<file path="config.mk">
export PLATFORM = sky130hd
export DESIGN_NAME = seg_scan_decoder
export DESIGN_NICKNAME = d
export VERILOG_FILES = /design/src/rtl/seg_scan_decoder.sv
export SDC_FILE = /design/constraint.sdc
export NUM_CORES = 1
export LEC_CHECK = 0
export CAP_MARGIN = 10
export CORE_AREA = 2 2 154 81
export DETAILED_ROUTE_END_ITERATION = 8
export DIE_AREA = 0 0 156 83
export GPL_ROUTABILITY_DRIVEN = 0
export PLACE_DENSITY_LB_ADDON = 0.12
export SLEW_MARGIN = 20
export SYNTH_ARGS = -nofsm -noshare
export SYNTH_HDL_FRONTEND = slang
export SYNTH_SLANG_ARGS = --single-unit
export TNS_END_PERCENT = 20
</file>
<file path="constraint.sdc">
create_clock -name clk -period 6.09 [get_ports clk]
set_input_delay 0.9135 -clock clk [delete_from_list [all_inputs] [get_ports clk]]
set_output_delay 0.9135 -clock clk [all_outputs]
set_load 0.01 [all_outputs]
</file>
<file path="src/rtl/seg_scan_decoder.sv">
// Receive-side decoder for a multiplexed 7-segment display: samples the scan lines,
// captures each stable digit window and publishes a coherent per-frame snapshot.
module seg_scan_decoder #(
   parameter int NUM_DIGITS     = 8,
   parameter bit SEG_ACTIVE_LOW = 1'b0,
   parameter bit EN_ACTIVE_LOW  = 1'b0,
   parameter int SETTLE_CYCLES  = 4
) (
   input  logic                  clk,
   input  logic                  rst_n,
   input  logic [6:0]            seg_in,
   input  logic                  dp_in,
   input  logic [NUM_DIGITS-1:0] disp_en_in,
   input  logic [2:0]            digit_sel,
   output logic [3:0]            digit_out,
   output logic                  dp_out,
   output logic                  frame_done,
   output logic                  err_sticky,
   input  logic                  clr_err
);

   localparam int W = 8 + NUM_DIGITS;
   localparam logic [3:0] S = 4'(SETTLE_CYCLES);
   localparam logic [W-1:0] INV = {{NUM_DIGITS{EN_ACTIVE_LOW}}, {8{SEG_ACTIVE_LOW}}};

   typedef enum logic [1:0] {ST_WAIT, ST_SETTLE, ST_HOLD} state_t;

   logic [W-1:0]            sync1, sync2, cur, prev;
   logic [6:0]              seg;
   logic                    dp;
   logic [NUM_DIGITS-1:0]   en;
   logic                    changed, en_ok, multi;
   logic [2:0]              idx;
   logic [3:0]              ones;
   state_t                  state;
   logic [3:0]              cnt, cnt_inc, mh_cnt, mh_inc;
   logic                    capture, mh_set, full;
   logic [3:0]              dec;
   logic [NUM_DIGITS-1:0]   mask;
   logic [3:0]              work [0:7];
   logic                    work_dp [0:7];
   logic [3:0]              snap [0:7];
   logic                    snap_dp [0:7];

   // Polarity is normalized after the synchronizer so every bit sees identical latency.
   assign cur     = sync2 ^ INV;
   assign seg     = cur[6:0];
   assign dp      = cur[7];
   assign en      = cur[W-1:8];
   assign changed = (cur != prev);
   assign cnt_inc = cnt + 4'd1;
   assign mh_inc  = mh_cnt + 4'd1;
   assign full    = &mask;

   always_comb begin
      idx  = 3'd0;
      ones = 4'd0;
      for (int i = 0; i < NUM_DIGITS; i++) begin
         if (en[i]) begin
            idx  = 3'(i);
            ones = ones + 4'd1;
         end
      end
   end

   assign en_ok = (ones == 4'd1);
   assign multi = (ones >= 4'd2);

   always_comb begin
      case (seg)
         7'h3F:   dec = 4'd0;
         7'h06:   dec = 4'd1;
         7'h5B:   dec = 4'd2;
         7'h4F:   dec = 4'd3;
         7'h66:   dec = 4'd4;
         7'h6D:   dec = 4'd5;
         7'h7D:   dec = 4'd6;
         7'h07:   dec = 4'd7;
         7'h7F:   dec = 4'd8;
         7'h6F:   dec = 4'd9;
         7'h00:   dec = 4'hF;
         default: dec = 4'hE;
      endcase
   end

   // A window's first stable sample counts as 1, so capture fires on sample SETTLE_CYCLES.
   always_comb begin
      capture = 1'b0;
      case (state)
         ST_WAIT:   capture = en_ok && (S == 4'd1);
         ST_SETTLE: capture = !changed && en_ok && (cnt_inc == S);
         ST_HOLD:   capture = changed && en_ok && (S == 4'd1);
         default:   capture = 1'b0;
      endcase
   end

   always_comb begin
      mh_set = 1'b0;
      if (multi) begin
         if (changed || mh_cnt == 4'd0) mh_set = (S == 4'd1);
         else                           mh_set = (mh_cnt != S) && (mh_inc == S);
      end
   end

   always_ff @(posedge clk or negedge rst_n) begin
      if (!rst_n) begin
         sync1 <= '0;
         sync2 <= '0;
         prev  <= '0;
      end else begin
         sync1 <= {disp_en_in, dp_in, seg_in};
         sync2 <= sync1;
         prev  <= cur;
      end
   end

   always_ff @(posedge clk or negedge rst_n) begin
      if (!rst_n) begin
         state <= ST_WAIT;
         cnt   <= 4'd0;
      end else begin
         case (state)
            ST_WAIT: begin
               if (en_ok) begin
                  cnt   <= 4'd1;
                  state <= (S == 4'd1) ? ST_HOLD : ST_SETTLE;
               end
            end
            ST_SETTLE: begin
               if (changed || !en_ok) begin
                  cnt   <= 4'd0;
                  state <= ST_WAIT;
               end else begin
                  cnt <= cnt_inc;
                  if (cnt_inc == S) state <= ST_HOLD;
               end
            end
            ST_HOLD: begin
               if (changed) begin
                  if (!en_ok) begin
                     cnt   <= 4'd0;
                     state <= ST_WAIT;
                  end else begin
                     cnt   <= 4'd1;
                     state <= (S == 4'd1) ? ST_HOLD : ST_SETTLE;
                  end
               end
            end
            default: begin
               cnt   <= 4'd0;
               state <= ST_WAIT;
            end
         endcase
      end
   end

   always_ff @(posedge clk or negedge rst_n) begin
      if (!rst_n) begin
         mh_cnt <= 4'd0;
      end else if (!multi) begin
         mh_cnt <= 4'd0;
      end else if (changed || mh_cnt == 4'd0) begin
         mh_cnt <= 4'd1;
      end else if (mh_cnt != S) begin
         mh_cnt <= mh_inc;
      end
   end

   // Snapshot copies the pre-edge work array, so a capture landing on the same edge
   // belongs to the next frame and re-seeds the freshly cleared mask.
   always_ff @(posedge clk or negedge rst_n) begin
      if (!rst_n) begin
         mask       <= '0;
         frame_done <= 1'b0;
         err_sticky <= 1'b0;
         for (int i = 0; i < 8; i++) begin
            work[i]    <= 4'hF;
            work_dp[i] <= 1'b0;
            snap[i]    <= 4'hF;
            snap_dp[i] <= 1'b0;
         end
      end else begin
         frame_done <= full;
         if (full) begin
            for (int i = 0; i < NUM_DIGITS; i++) begin
               snap[i]    <= work[i];
               snap_dp[i] <= work_dp[i];
            end
         end
         mask <= (full ? '0 : mask) | (capture ? en : '0);
         if (capture) begin
            work[idx]    <= dec;
            work_dp[idx] <= dp;
         end
         if (clr_err)                                     err_sticky <= 1'b0;
         else if ((capture && dec == 4'hE) || mh_set)     err_sticky <= 1'b1;
      end
   end

   assign digit_out = snap[digit_sel];
   assign dp_out    = snap_dp[digit_sel];

endmodule

</file>
==> summary.md, run 1 <==
| Metric | Value |
|---|---|
| Yosys warning total | `0` |
| Horizontal die dimension | `156 um` |
| Net count reported at finish | `658` |
| Main synth FF type | `dfrtp_1` |
| Clock buffer count from CTS | `17` |
| Synth Cell Area | `0.00689 mm2` |
| Internal portion of total power | `1650 uW` |
| CTS clk-pin slew, worst paths | `60 ps` |
| Initial standard-cell utilization of the core | `59.8%` |
| Final WL | `14.7 mm` |
| Setup_tns | `0 ps` |
| Final setup skew | `9.10 ps` |
| P_leak | `0.00345 uW` |
| TritonCTS clock tree | `yes` |
| Relative area change from synthesis to final layout | `13.0%` |
| Core footprint | `0.0115 mm2` |
| Final count of pins violating max slew | `0` |
| I/O pin cnt | `29` |
| Worst Setup Start Kind | `flip-flop` |
| Count of cells resized by post-cts repair | `0` |
| Portion of the post-synthesis area used by sequential elements | `54.9%` |
| Cell count after synthesis | `607` |
| Initial antenna violation count | `0` |
| Final cycle utilization of the critical path | `92.7%` |
| Synthesized area per cell | `11.4 um2` |
| Async SR Flop Fraction | `100%` |
| Total inserted antenna cells | `0` |
| Rows | `28` |
| Vias in the first global route | `4,501` |
| Avg Vias per Cell | `5.78` |
| Run status | `finished, final reports clean` |
| Starting DRT DRC Count | `426` |
| Number of synthesized flops with an enable pin | `0` |
| Clock latency on the worst-skew pair | `420 ps` |
| Number of hold violations in the final report | `0` |
| Clock sink total | `148` |
| Via count | `4,540` |
| Synthesized netlist net count | `643` |
| Fraction of power consumed by combinational cells | `11.3%` |
| Post-route core utilization | `67.6%` |
| Critical path endpoint category | `flip-flop` |
| Relative contribution of the clock network to total power | `43.1%` |
| Critical path arrival | `5950 ps` |
| Setup repair after global routing missed its margin | `no` |
| Number of detailed-route iterations in the first pass | `5` |
| Post-CTS setup buffer count | `0` |
| Fraction of final layout cells with drive strength greater than 1 | `23.1%` |
| First-pass GRT wire length | `24.3 mm` |
| Highest net fanout along the worst path | `11` |
| CTS Root Cell | `clkbuf_16` |
| Number of levels the H-tree was split into | `4` |
| Number of storage elements in the synthesis netlist | `148` |
| Total routing usage reported by global routing | `24.7%` |
| Die area | `0.0129 mm2` |
| Slew at the pin with the worst max-slew slack | `1050 ps` |
| Setup violators final | `0` |
| Worst vdd rail ir drop | `0.000175 V` |
| Kind of path behind the tightest hold check | `reg2reg` |
| Count of distinct cell types in the synthesized netlist | `69` |
| Number of cells on the worst hold path | `0` |
| Number of fill cells in the layout | `861` |
| Placed wire-length estimate after detailed placement | `10.1 mm` |
| Cell count of the worst reg-to-reg path | `21` |
| Die extent in y | `83 um` |
| Final routed DRC violation total | `0` |
| Antenna-violating nets left | `0` |
| Maximum clock rate | `0.177 GHz` |
| Net Switching | `649 uW` |
| Maximum capacitance violations | `0` |
| Net switching fraction of the power | `28.2%` |
| Routed WL per cell | `18.8 um` |
| Quantity of hold-fixing buffers added after cts | `0` |
| Register area | `0.00378 mm2` |
| Remaining global-route overflow | `0` |
| Area occupied by multi-input gates | `0.00287 mm2` |
| Maximum clock insertion buffer count | `2` |
| Required time of the critical path | `6390 ps` |
| Port buffer count | `28` |
| Time the worst path needs with I/O delays and setup | `5650 ps` |
| Classification of the worst setup path | `reg2reg` |
| Flop pwr share | `45.7%` |
| Pwr per Cell Area | `296 mW/mm2` |
| Max-Slew Margin vs Limit | `30.2%` |
| Pin count of the biggest net entering global routing | `101` |
==> layout by cell type (no fill, tap or decap), types with 10 or more instances in the layout <==
cell type / Yosys / final
nand2_1: 126 / 126
dfrtp_1: 84 / 84
dfstp_2: 64 / 64
clkdlybuf4s50_1: 0 / 27
xor2_1: 23 / 23
nor2_1: 23 / 23
inv_1: 22 / 22
mux2_2: 20 / 20
nand3_1: 19 / 19
o21ai_0: 18 / 18
mux2_1: 17 / 17
clkbuf_16: 0 / 17
a21oi_1: 15 / 15
ha_1: 14 / 14
mux2i_1: 10 / 10
nor3_1: 10 / 10
mux4_2: 10 / 10
==> path summary, 6_finish.rpt <==
kind                           start         end  slack [ps]
min reg2reg                sync1[13]     cur[13]         350
min                        sync1[13]     cur[13]         350
max in group asynchronous      rst_n  frame_done        4330
min in group asynchronous      rst_n   sync1[13]         590
max reg2reg                   cur[9]  work_dp[3]         440
max                           cur[9]  work_dp[3]         440
==> stage by stage <==
step / instance area [um2] / instances / setup WS, ps / hold slack [ps] / total power, uW
2_1_floorplan: 6890 / 607 / 1500 / 331 / 1240
3_3_place_gp: 7220 / 753 / 818 / 332 / 1310
3_5_place_dp: 7220 / 753 / 521 / 335 / 1320
4_1_cts: 7790 / 785 / 507 / 350 / 2320
5_1_grt: 7790 / 785 / 24.8 / 354 / 2400
6_report: 7790 / 785 / 442 / 348 / 2300
==> metal layers <==
| metal | vias up | global-route usage, % | routed length, um |
|---|---|---|---|
| met5 | - | 0 | 0 |
| met4 | 0 | 7.84 | 159 |
| met3 | 17 | 5.32 | 910 |
| met2 | 135 | 32.5 | 5930 |
| met1 | 2263 | 40.3 | 7730 |
| li1 | 2125 | - | - |
==> power groups by stage <==
| stage | Combinational, uW | Sequential (uW) | Clock (uW) |
|---|---|---|---|
| floorplan | 200 | 1040 | 0 |
| global placement | 251 | 1060 | 0 |
| detailed placement | 257 | 1070 | 0 |
| CTS | 259 | 1050 | 1010 |
| global route | 291 | 1060 | 1060 |
| finish | 260 | 1050 | 992 |
==> cell usage after synthesis, types with 4 or more instances <==
cell type | instances | area share [%]
o21ai_0 | 18 | 1.3
inv_1 | 22 | 1.2
o211ai_1 | 4 | 0.44
mux2i_1 | 10 | 1.5
buf_2 | 6 | 0.44
mux2_1 | 17 | 2.8
mux2_2 | 20 | 3.3
xnor2_1 | 7 | 0.89
a21oi_1 | 15 | 1.1
or4_1 | 6 | 0.65
nand3_1 | 19 | 1.4
dfrtp_1 | 84 | 31
xor2_1 | 23 | 2.9
nand2_1 | 126 | 6.9
and3_1 | 5 | 0.45
nor4_1 | 5 | 0.45
nor2_1 | 23 | 1.3
clkbuf_1 | 18 | 0.98
mux4_2 | 10 | 3.3
ha_1 | 14 | 2.5
buf_1 | 7 | 0.38
nor3_1 | 10 | 0.73
dfstp_2 | 64 | 24
a22o_1 | 7 | 0.89
==> final cells by class <==
class	count	area share (%)
clock inverters	14	1.70
well taps	150	2.41
repair buffers	30	3.81
inverters	23	1.11
flip-flops and latches	148	48.6
multi-input cells	402	36.9
clock buffers	18	5.51
==> registers in the layout (all words and copies together), names as in the netlist <==
signal / cells
mask: 8
cnt: 4
snap: 32
mh_cnt: 4
work: 32
state: 2
sync1: 16
frame_done: 1
snap_dp: 8
prev: 16
err_sticky: 1
cur: 16
work_dp: 8
==> logic make-up after synthesis <==
logic type               Yosys count  share of synthesized area (%)
AND/OR/NAND/NOR                  226                           16.2
flip-flops                       148                           54.9
AO/OA/AOI/OAI                     71                           6.99
buffers and inverters             57                           3.43
multiplexers                      57                           10.8
XOR/XNOR                          34                           5.19
adder cells (fa/ha/maj)           14                           2.54
==> worst max-delay path, cell delays in order, from the launching register on <==
cell and delay, ps:
dfrtp_1 500, inv_1 120, ha_1 410, xor2_1 200, ha_1 360, nand2b_1 160
o211ai_1 110, o21ai_0 130, xnor2_1 270, a21oi_1 120, ha_1 330, a32oi_1 250
nand3_1 120, o21a_1 150, ha_1 300, nor2b_1 190, nand2_1 80, o211ai_1 100
and3_1 240, and4_1 580, nand4b_1 400, mux2_2 390
No activity file was read; power rests on OpenSTA's default activity.
==> run 2, diff against run 1 <==
--- a/config.mk
+++ b/config.mk
@@ -5,11 +5,13 @@
 export SDC_FILE = /design/constraint.sdc
 export NUM_CORES = 1
 export LEC_CHECK = 0
+export ABC_AREA = 1
 export CAP_MARGIN = 10
-export CORE_AREA = 2 2 154 81
+export CORE_AREA = 2 2 110 112
 export DETAILED_ROUTE_END_ITERATION = 8
-export DIE_AREA = 0 0 156 83
+export DIE_AREA = 0 0 112 114
 export GPL_ROUTABILITY_DRIVEN = 0
+export HOLD_SLACK_MARGIN = 0.12
 export PLACE_DENSITY_LB_ADDON = 0.12
 export SLEW_MARGIN = 20
 export SYNTH_ARGS = -nofsm -noshare
==> run 2 against run 1 <==
Synthesized area is 0.51% lower. Critical path depth is 4 higher. Global-route usage hardly changed. Largest power group is now the clock network. Worst setup slack better by 460 ps. Total power is 0.61% higher. Maximum frequency is 8.9% higher. Sequential power hardly changed. Clock skew is 1.5 ps lower. Clock power is 7% higher. Cell count is 24% higher.
==> summary.md, run 2 <==
| Metric | Value |
|---|---|
| Routing usage on met2 | `41.3% (was 32.5%)` |
| Count of distinct cell types in the synthesized netlist | `35 (was 69)` |
| Register-to-register setup slack | `900 ps (was 440 ps)` |
| CTS clk-pin slew, worst paths | `60 ps (about the same)` |
| Number of cells on the worst hold path | `0 (unchanged)` |
| Die area | `0.0128 mm2 (was 0.0129 mm2)` |
| Net count reported at finish | `850 (was 658)` |
| Count of cells resized by post-cts repair | `0 (unchanged)` |
| List of most frequent post-synthesis cells | `nand2_1, dfrtp_1, dfstp_2, nor2_1, inv_1 (was nand2_1, dfrtp_1, dfstp_2, nor2_1, xor2_1)` |
| Setup repair after global routing missed its margin | `no (unchanged)` |
| Instance area at placement | `0.00723 mm2 (was 0.00722 mm2)` |
| Cell count after synthesis | `792 (was 607)` |
| Worst Hold Margin | `345 ps (was 348 ps)` |
| Global-route track usage on met1 | `31.7% (was 40.3%)` |
| Clock buffer count from CTS | `17 (unchanged)` |
| Initial standard-cell utilization of the core | `58.5% (was 59.8%)` |
| TritonCTS clock tree | `yes (unchanged)` |
| Clock sink total | `148 (unchanged)` |
| I/O pin cnt | `29 (unchanged)` |
| Rows | `40 (was 28)` |
| Setup violators final | `0 (unchanged)` |
| Number of cells after detailed placement | `942 (was 753)` |
| Final design area excluding fillers | `0.00784 mm2 (was 0.00779 mm2)` |
| Yosys warning total | `0 (unchanged)` |
| Endpoint of the lowest-slack register-to-register path | `work_dp[4] (was work_dp[3])` |
| Area occupied by multi-input gates | `0.00272 mm2 (was 0.00287 mm2)` |
| Hold Path Origin | `sync1[8] (was sync1[13])` |
| Most repeated cell in the gate-level netlist after synthesis | `nand2_1 (unchanged)` |
| Run status | `finished, final reports clean (unchanged)` |
| Routed WL per cell | `15.0 um (was 18.8 um)` |
| Cell count of the worst reg-to-reg path | `25 (was 21)` |
| Final routed DRC violation total | `0 (unchanged)` |
| Critical path endpoint category | `flip-flop (unchanged)` |
| Fraction of final layout cells with drive strength greater than 1 | `15.8% (was 23.1%)` |
| Critical path arrival | `5500 ps (was 5950 ps)` |
| Most common cell after layout, fill and taps aside | `nand2_1 (unchanged)` |
| Synth Cell Area | `0.00686 mm2 (was 0.00689 mm2)` |
| Starting DRT DRC Count | `472 (was 426)` |
| Die extent in y | `114 um (was 83 um)` |
| Setup_tns | `0 ps (unchanged)` |
| Portion of the post-synthesis area used by sequential elements | `55.2% (was 54.9%)` |
| Clock latency on the worst-skew pair | `420 ps (about the same)` |
| Final count of pins violating max slew | `0 (unchanged)` |
| Met3 Resource Use GR | `5.37% (was 5.32%)` |
| Remaining global-route overflow | `0 (unchanged)` |
| Async SR Flop Fraction | `100% (unchanged)` |
| Pwr per Cell Area | `295 mW/mm2 (was 296 mW/mm2)` |
| Start of the worst register-to-register path | `cur[9] (unchanged)` |
| Maximum clock rate | `0.193 GHz (was 0.177 GHz)` |
| Overall power | `2320 uW (was 2300 uW)` |
| Number of hold violations in the final report | `0 (unchanged)` |
| Highest net fanout along the worst path | `48 (was 11)` |
| Critical-path top delay cell | `buf_4 (was and4_1)` |
| Number of fill cells in the layout | `940 (was 861)` |
| Biggest regs | `snap: 32 flops, work: 32 flops (unchanged)` |
| Final setup skew | `7.61 ps (was 9.10 ps)` |
| Total inserted antenna cells | `0 (unchanged)` |
| Required time of the critical path | `6400 ps (was 6390 ps)` |
| Number of storage elements in the synthesis netlist | `148 (unchanged)` |
| Kind of path behind the tightest hold check | `reg2reg (unchanged)` |
| Slew at the pin with the worst max-slew slack | `1070 ps (was 1050 ps)` |
| Antenna-violating nets left | `0 (unchanged)` |
| Post-layout instance count excluding filler cells | `974 (was 785)` |
| Synthesized area per cell | `8.66 um2 (was 11.4 um2)` |
| Horizontal die dimension | `112 um (was 156 um)` |
| Number of synthesized flops with an enable pin | `0 (unchanged)` |
| Time the worst path needs with I/O delays and setup | `5190 ps (was 5650 ps)` |
| CTS Root Cell | `clkbuf_16 (unchanged)` |
| Longest individual stage delay on the worst path | `440 ps (was 580 ps)` |
| Port buffer count | `28 (unchanged)` |
| Register area | `0.00378 mm2 (unchanged)` |
| Library cell with the largest summed area after synthesis | `dfrtp_1 (unchanged)` |
| Most used cells in the layout excluding fill and tap cells | `nand2_1, dfrtp_1, dfstp_2, nor2_1, inv_1 (was nand2_1, dfrtp_1, dfstp_2, clkdlybuf4s50_1)` |
| Number of levels the H-tree was split into | `4 (unchanged)` |
| Maximum clock insertion buffer count | `2 (unchanged)` |
| Final cycle utilization of the critical path | `85.2% (was 92.7%)` |
| P_leak | `0.00381 uW (was 0.00345 uW)` |
| Avg Vias per Cell | `5.49 (was 5.78)` |
| Max-Slew Margin vs Limit | `28.6% (was 30.2%)` |
| Total routing usage reported by global routing | `24.7% (about the same)` |
| Maximum capacitance violations | `0 (unchanged)` |
| Post-CTS setup buffer count | `0 (unchanged)` |
| Pin count of the biggest net entering global routing | `81 (was 101)` |
| Synthesized netlist net count | `828 (was 643)` |
| Placed wire-length estimate after detailed placement | `9.86 mm (was 10.1 mm)` |
| Vias in the first global route | `5,430 (was 4,501)` |
| Core footprint | `0.0117 mm2 (was 0.0115 mm2)` |
| Number of detailed-route iterations in the first pass | `5 (unchanged)` |
| First-pass GRT wire length | `25.2 mm (was 24.3 mm)` |
| Hold path endpoint | `cur[8] (was cur[13])` |
| Initial antenna violation count | `0 (unchanged)` |
| Top Usage Layer GRT | `met2 (was met1)` |
| Worst Setup Start Kind | `flip-flop (unchanged)` |
| Yosys top cell area share | `30.7% (was 30.5%)` |
| Classification of the worst setup path | `reg2reg (unchanged)` |
| Most area-consuming cells after synthesis | `dfrtp_1, dfstp_2, nand2_1 (unchanged)` |
| Quantity of hold-fixing buffers added after cts | `0 (unchanged)` |
| Worst vdd rail ir drop | `0.000245 V (was 0.000175 V)` |
| Final WL | `14.6 mm (was 14.7 mm)` |
| Via count | `5,350 (was 4,540)` |
| Main synth FF type | `dfrtp_1 (unchanged)` |
| Relative area change from synthesis to final layout | `14.4% (was 13.0%)` |
==> run 2: cell count changes after synthesis, moves of 17 or more <==
cell and delta:
inv_1 +27, nand2_1 +166, mux2_2 -20, nor2_1 +28
mux2_1 -17, nand4_1 +38
==> run 2: critical path, delay by kind of cell (launching register included) <==
kind                     cells  cell delay, ps
AND/OR/NAND/NOR             12            1930
adder cells (fa/ha/maj)      4            1150
AO/OA/AOI/OAI                4             720
buffers and inverters        4             700
flip-flops                   1             420
XOR/XNOR                     1             120
==> run 2: power by group <==
part | switching (uW) | leakage [uW] | internal, uW
logic | 143 | 0.00180 | 75.6
clock network | 388 | 0.000293 | 675
registers | 24.9 | 0.00171 | 1010
total | 556 | 0.00381 | 1760
==> run 2: metal layers <==
| metal | share of wire (%) | wire length [um] |
|---|---|---|
| met5 | 0 | 0 |
| met4 | 2.7 | 396 |
| met1 | 44 | 6470 |
| met3 | 4.3 | 620 |
| met2 | 49 | 7080 |
==> run 2: area by class of cell <==
| class | count | share of cell area (%) |
|---|---|---|
| Sequential cell | 148 | 48.2 |
| Multi-Input combinational cell | 553 | 34.7 |
| Clock buffer | 23 | 6.09 |
| Timing Repair Buffer | 33 | 4.07 |
| Inverter | 61 | 2.92 |
| Tap cell | 147 | 2.34 |
| Clock inverter | 9 | 1.64 |
==> run 2: how the worst max path moves through the flow <==
stage / from / to / depth (start not counted)
finish: cur[9] / work_dp[4] / 25
global route: cur[9] / work_dp[4] / 25
CTS: cur[9] / work_dp[4] / 25
detailed placement: cur[9] / work_dp[5] / 25
global placement: cur[9] / work_dp[3] / 25
floorplan: cur[9] / work[12] / 25
==> run 2: logic make-up (layout without fill, tap and decap cells) <==
logic type,after synthesis,count (layout),synth area share (%)
and+or+nand+nor,452,452,28.9
AOI/OAI and AO/OA,69,69,5.71
buffers and inverters,91,126,5.37
DFF,148,148,55.2
xor gates and xnor gates,18,18,2.30
adders and majority gates,14,14,2.56
==> run 2: metrics by stage <==
| step | utilization [%] | setup slack, ps |
|---|---|---|
| 2_1_floorplan | - | 1720 |
| 3_3_place_gp | 61.6 | 1200 |
| 3_5_place_dp | 61.8 | 963 |
| 4_1_cts | 66.9 | 932 |
| 5_1_grt | 67.0 | 457 |
| 6_report | 67.0 | 902 |
==> run 3, diff against run 2 <==
--- a/config.mk
+++ b/config.mk
@@ -12,6 +12,7 @@
 export DIE_AREA = 0 0 112 114
 export GPL_ROUTABILITY_DRIVEN = 0
 export HOLD_SLACK_MARGIN = 0.12
+export MAX_ROUTING_LAYER = met4
 export PLACE_DENSITY_LB_ADDON = 0.12
 export SLEW_MARGIN = 20
 export SYNTH_ARGS = -nofsm -noshare
==> run 3 against run 2 <==
Die area did not move. Critical path depth unchanged. Largest cell class unchanged. Global-route usage up 0.82 points. Clock-buffer cell count unchanged. Worst setup slack got worse by 12 ps. Cell count did not move. Sequential power about the same. First-iteration DRC count is 9.5% lower.
==> summary.md, run 3 (same netlist as run 2, synthesis figures left out) <==
| Metric | Value |
|---|---|
| Run status | `finished, final reports clean (unchanged)` |
| Critical path arrival | `5510 ps (was 5500 ps)` |
| Final setup skew | `8.34 ps (was 7.61 ps)` |
| Initial antenna violation count | `0 (unchanged)` |
| Worst Setup Start Kind | `flip-flop (unchanged)` |
| Setup_tns | `0 ps (unchanged)` |
| WP buf/inv | `4 (unchanged)` |
| Antenna-violating nets left | `0 (unchanged)` |
| Number of detailed-route iterations in the first pass | `5 (unchanged)` |
| Total length of routed met2 wires | `7.13 mm (was 7.08 mm)` |
| Die extent in y | `114 um (unchanged)` |
| Most common cell after layout, fill and taps aside | `nand2_1 (unchanged)` |
| Maximum clock rate | `0.192 GHz (was 0.193 GHz)` |
| Avg Vias per Cell | `5.48 (was 5.49)` |
| CTS Root Cell | `clkbuf_16 (unchanged)` |
| Relative area change from synthesis to final layout | `14.4% (unchanged)` |
| Pwr per Cell Area | `295 mW/mm2 (about the same)` |
| Time the worst path needs with I/O delays and setup | `5200 ps (was 5190 ps)` |
| Max-Slew Margin vs Limit | `27.4% (was 28.6%)` |
| Pin count of the biggest net entering global routing | `81 (unchanged)` |
| Final cycle utilization of the critical path | `85.4% (was 85.2%)` |
| Die area | `0.0128 mm2 (unchanged)` |
| Routed WL per cell | `15.0 um (about the same)` |
| Slew at the pin with the worst max-slew slack | `1090 ps (was 1070 ps)` |
| Post-CTS setup buffer count | `0 (unchanged)` |
| Final design area excluding fillers | `0.00784 mm2 (unchanged)` |
| DRT met1 WL | `6.50 mm (was 6.47 mm)` |
| Worst-case setup slack after placement | `963 ps (unchanged)` |
| Most used cells in the layout excluding fill and tap cells | `nand2_1, dfrtp_1, dfstp_2, nor2_1, inv_1 (unchanged)` |
| First-pass GRT wire length | `25.2 mm (about the same)` |
| P_leak | `0.00381 uW (unchanged)` |
| Maximum clock insertion buffer count | `2 (unchanged)` |
| Maximum capacitance violations | `0 (unchanged)` |
| Top routing layer used | `met4 (unchanged)` |
| Longest individual stage delay on the worst path | `440 ps (about the same)` |
| Via count | `5,339 (was 5,350)` |
| CTS clk-pin slew, worst paths | `60 ps (about the same)` |
| Final routed DRC violation total | `0 (unchanged)` |
| Critical-path top delay cell | `buf_4 (unchanged)` |
| Highest net fanout along the worst path | `48 (unchanged)` |
| Setup ws final | `889 ps (was 902 ps)` |
| Count of cells resized by post-cts repair | `0 (unchanged)` |
| I/O pin cnt | `29 (unchanged)` |
| Remaining global-route overflow | `0 (unchanged)` |
| Clock buffer count from CTS | `17 (unchanged)` |
| Classification of the worst setup path | `reg2reg (unchanged)` |
| Total routing usage reported by global routing | `25.5% (was 24.7%)` |
| Number of fill cells in the layout | `940 (unchanged)` |
| Instance area at placement | `0.00723 mm2 (unchanged)` |
| Final WL | `14.6 mm (about the same)` |
| Kind of path behind the tightest hold check | `reg2reg (unchanged)` |
| Starting DRT DRC Count | `427 (was 472)` |
| Number of levels the H-tree was split into | `4 (unchanged)` |
| Clock latency on the worst-skew pair | `420 ps (about the same)` |
| Worst vdd rail ir drop | `0.000245 V (about the same)` |
| Clock sink total | `148 (unchanged)` |
| Horizontal die dimension | `112 um (unchanged)` |
| Vias in the first global route | `5,425 (was 5,430)` |
| Setup violators final | `0 (unchanged)` |
| Port buffer count | `28 (unchanged)` |
| Quantity of hold-fixing buffers added after cts | `0 (unchanged)` |
| Placed wire-length estimate after detailed placement | `9.86 mm (unchanged)` |
| Total inserted antenna cells | `0 (unchanged)` |
| Core footprint | `0.0117 mm2 (unchanged)` |
| Final count of pins violating max slew | `0 (unchanged)` |
| Biggest regs | `snap: 32 flops, work: 32 flops (unchanged)` |
| Initial standard-cell utilization of the core | `58.5% (unchanged)` |
| Post-layout instance count excluding filler cells | `974 (unchanged)` |
| Required time of the critical path | `6400 ps (about the same)` |
| Number of hold violations in the final report | `0 (unchanged)` |
| Setup repair after global routing missed its margin | `no (unchanged)` |
| TritonCTS clock tree | `yes (unchanged)` |
| Critical path endpoint category | `flip-flop (unchanged)` |
| Met3 wire length | `631 um (was 620 um)` |
| Fraction of final layout cells with drive strength greater than 1 | `15.8% (unchanged)` |
| Number of cells after detailed placement | `942 (unchanged)` |
| Dominant delay contributor by cell family on the critical path | `simple AND/OR/NAND/NOR gates (unchanged)` |
| Rows | `40 (unchanged)` |
| Net count reported at finish | `850 (unchanged)` |
| Overall power | `2320 uW (about the same)` |
==> run 3: cell counts in the layout (fill, tap and decap cells not counted) <==
Identical to the previous run, type by type.
==> run 3: path summary, 6_finish.rpt <==
path,startpoint,to,slack (ps),depth (start not counted)
min,sync1[8],cur[8],350,0
min in group asynchronous,rst_n,snap_dp[3],520,1
max in group asynchronous,rst_n,cur[4],4290,2
max,cur[9],work_dp[4],890,25
max reg2reg,cur[9],work_dp[4],890,25
min reg2reg,sync1[8],cur[8],350,0
==> run 3: report_power, final <==
part | leakage (uW) | internal (uW) | switching [uW] | total (uW)
clock | 0.000293 | 675 | 388 | 1060
sequential | 0.00171 | 1010 | 25.0 | 1040
combinational | 0.00180 | 75.6 | 143 | 219
==> run 3: through the flow <==
stage	hold slack, ps	utilization [%]
floorplan	331	-
global placement	332	61.6
detailed placement	335	61.8
CTS	347	66.9
global route	352	67.0
finish	345	67.0
==> run 3: per-layer routing <==
layer / vias to the layer above / global-route usage, %
met5: - / -
met4: 0 / 9.67
met3: 33 / 5.90
met2: 157 / 41.5
met1: 2538 / 31.6
li1: 2611 / -
==> run 3: area by class of cell <==
class / instances / area (um2) / share of cell area [%]
Sequential cell: 148 / 3780 / 48.2
Inverter: 61 / 229 / 2.92
Timing Repair Buffer: 33 / 319 / 4.07
Tap cell: 147 / 184 / 2.34
Clock inverter: 9 / 129 / 1.64
Clock buffer: 23 / 478 / 6.09
Multi-Input combinational cell: 553 / 2720 / 34.7
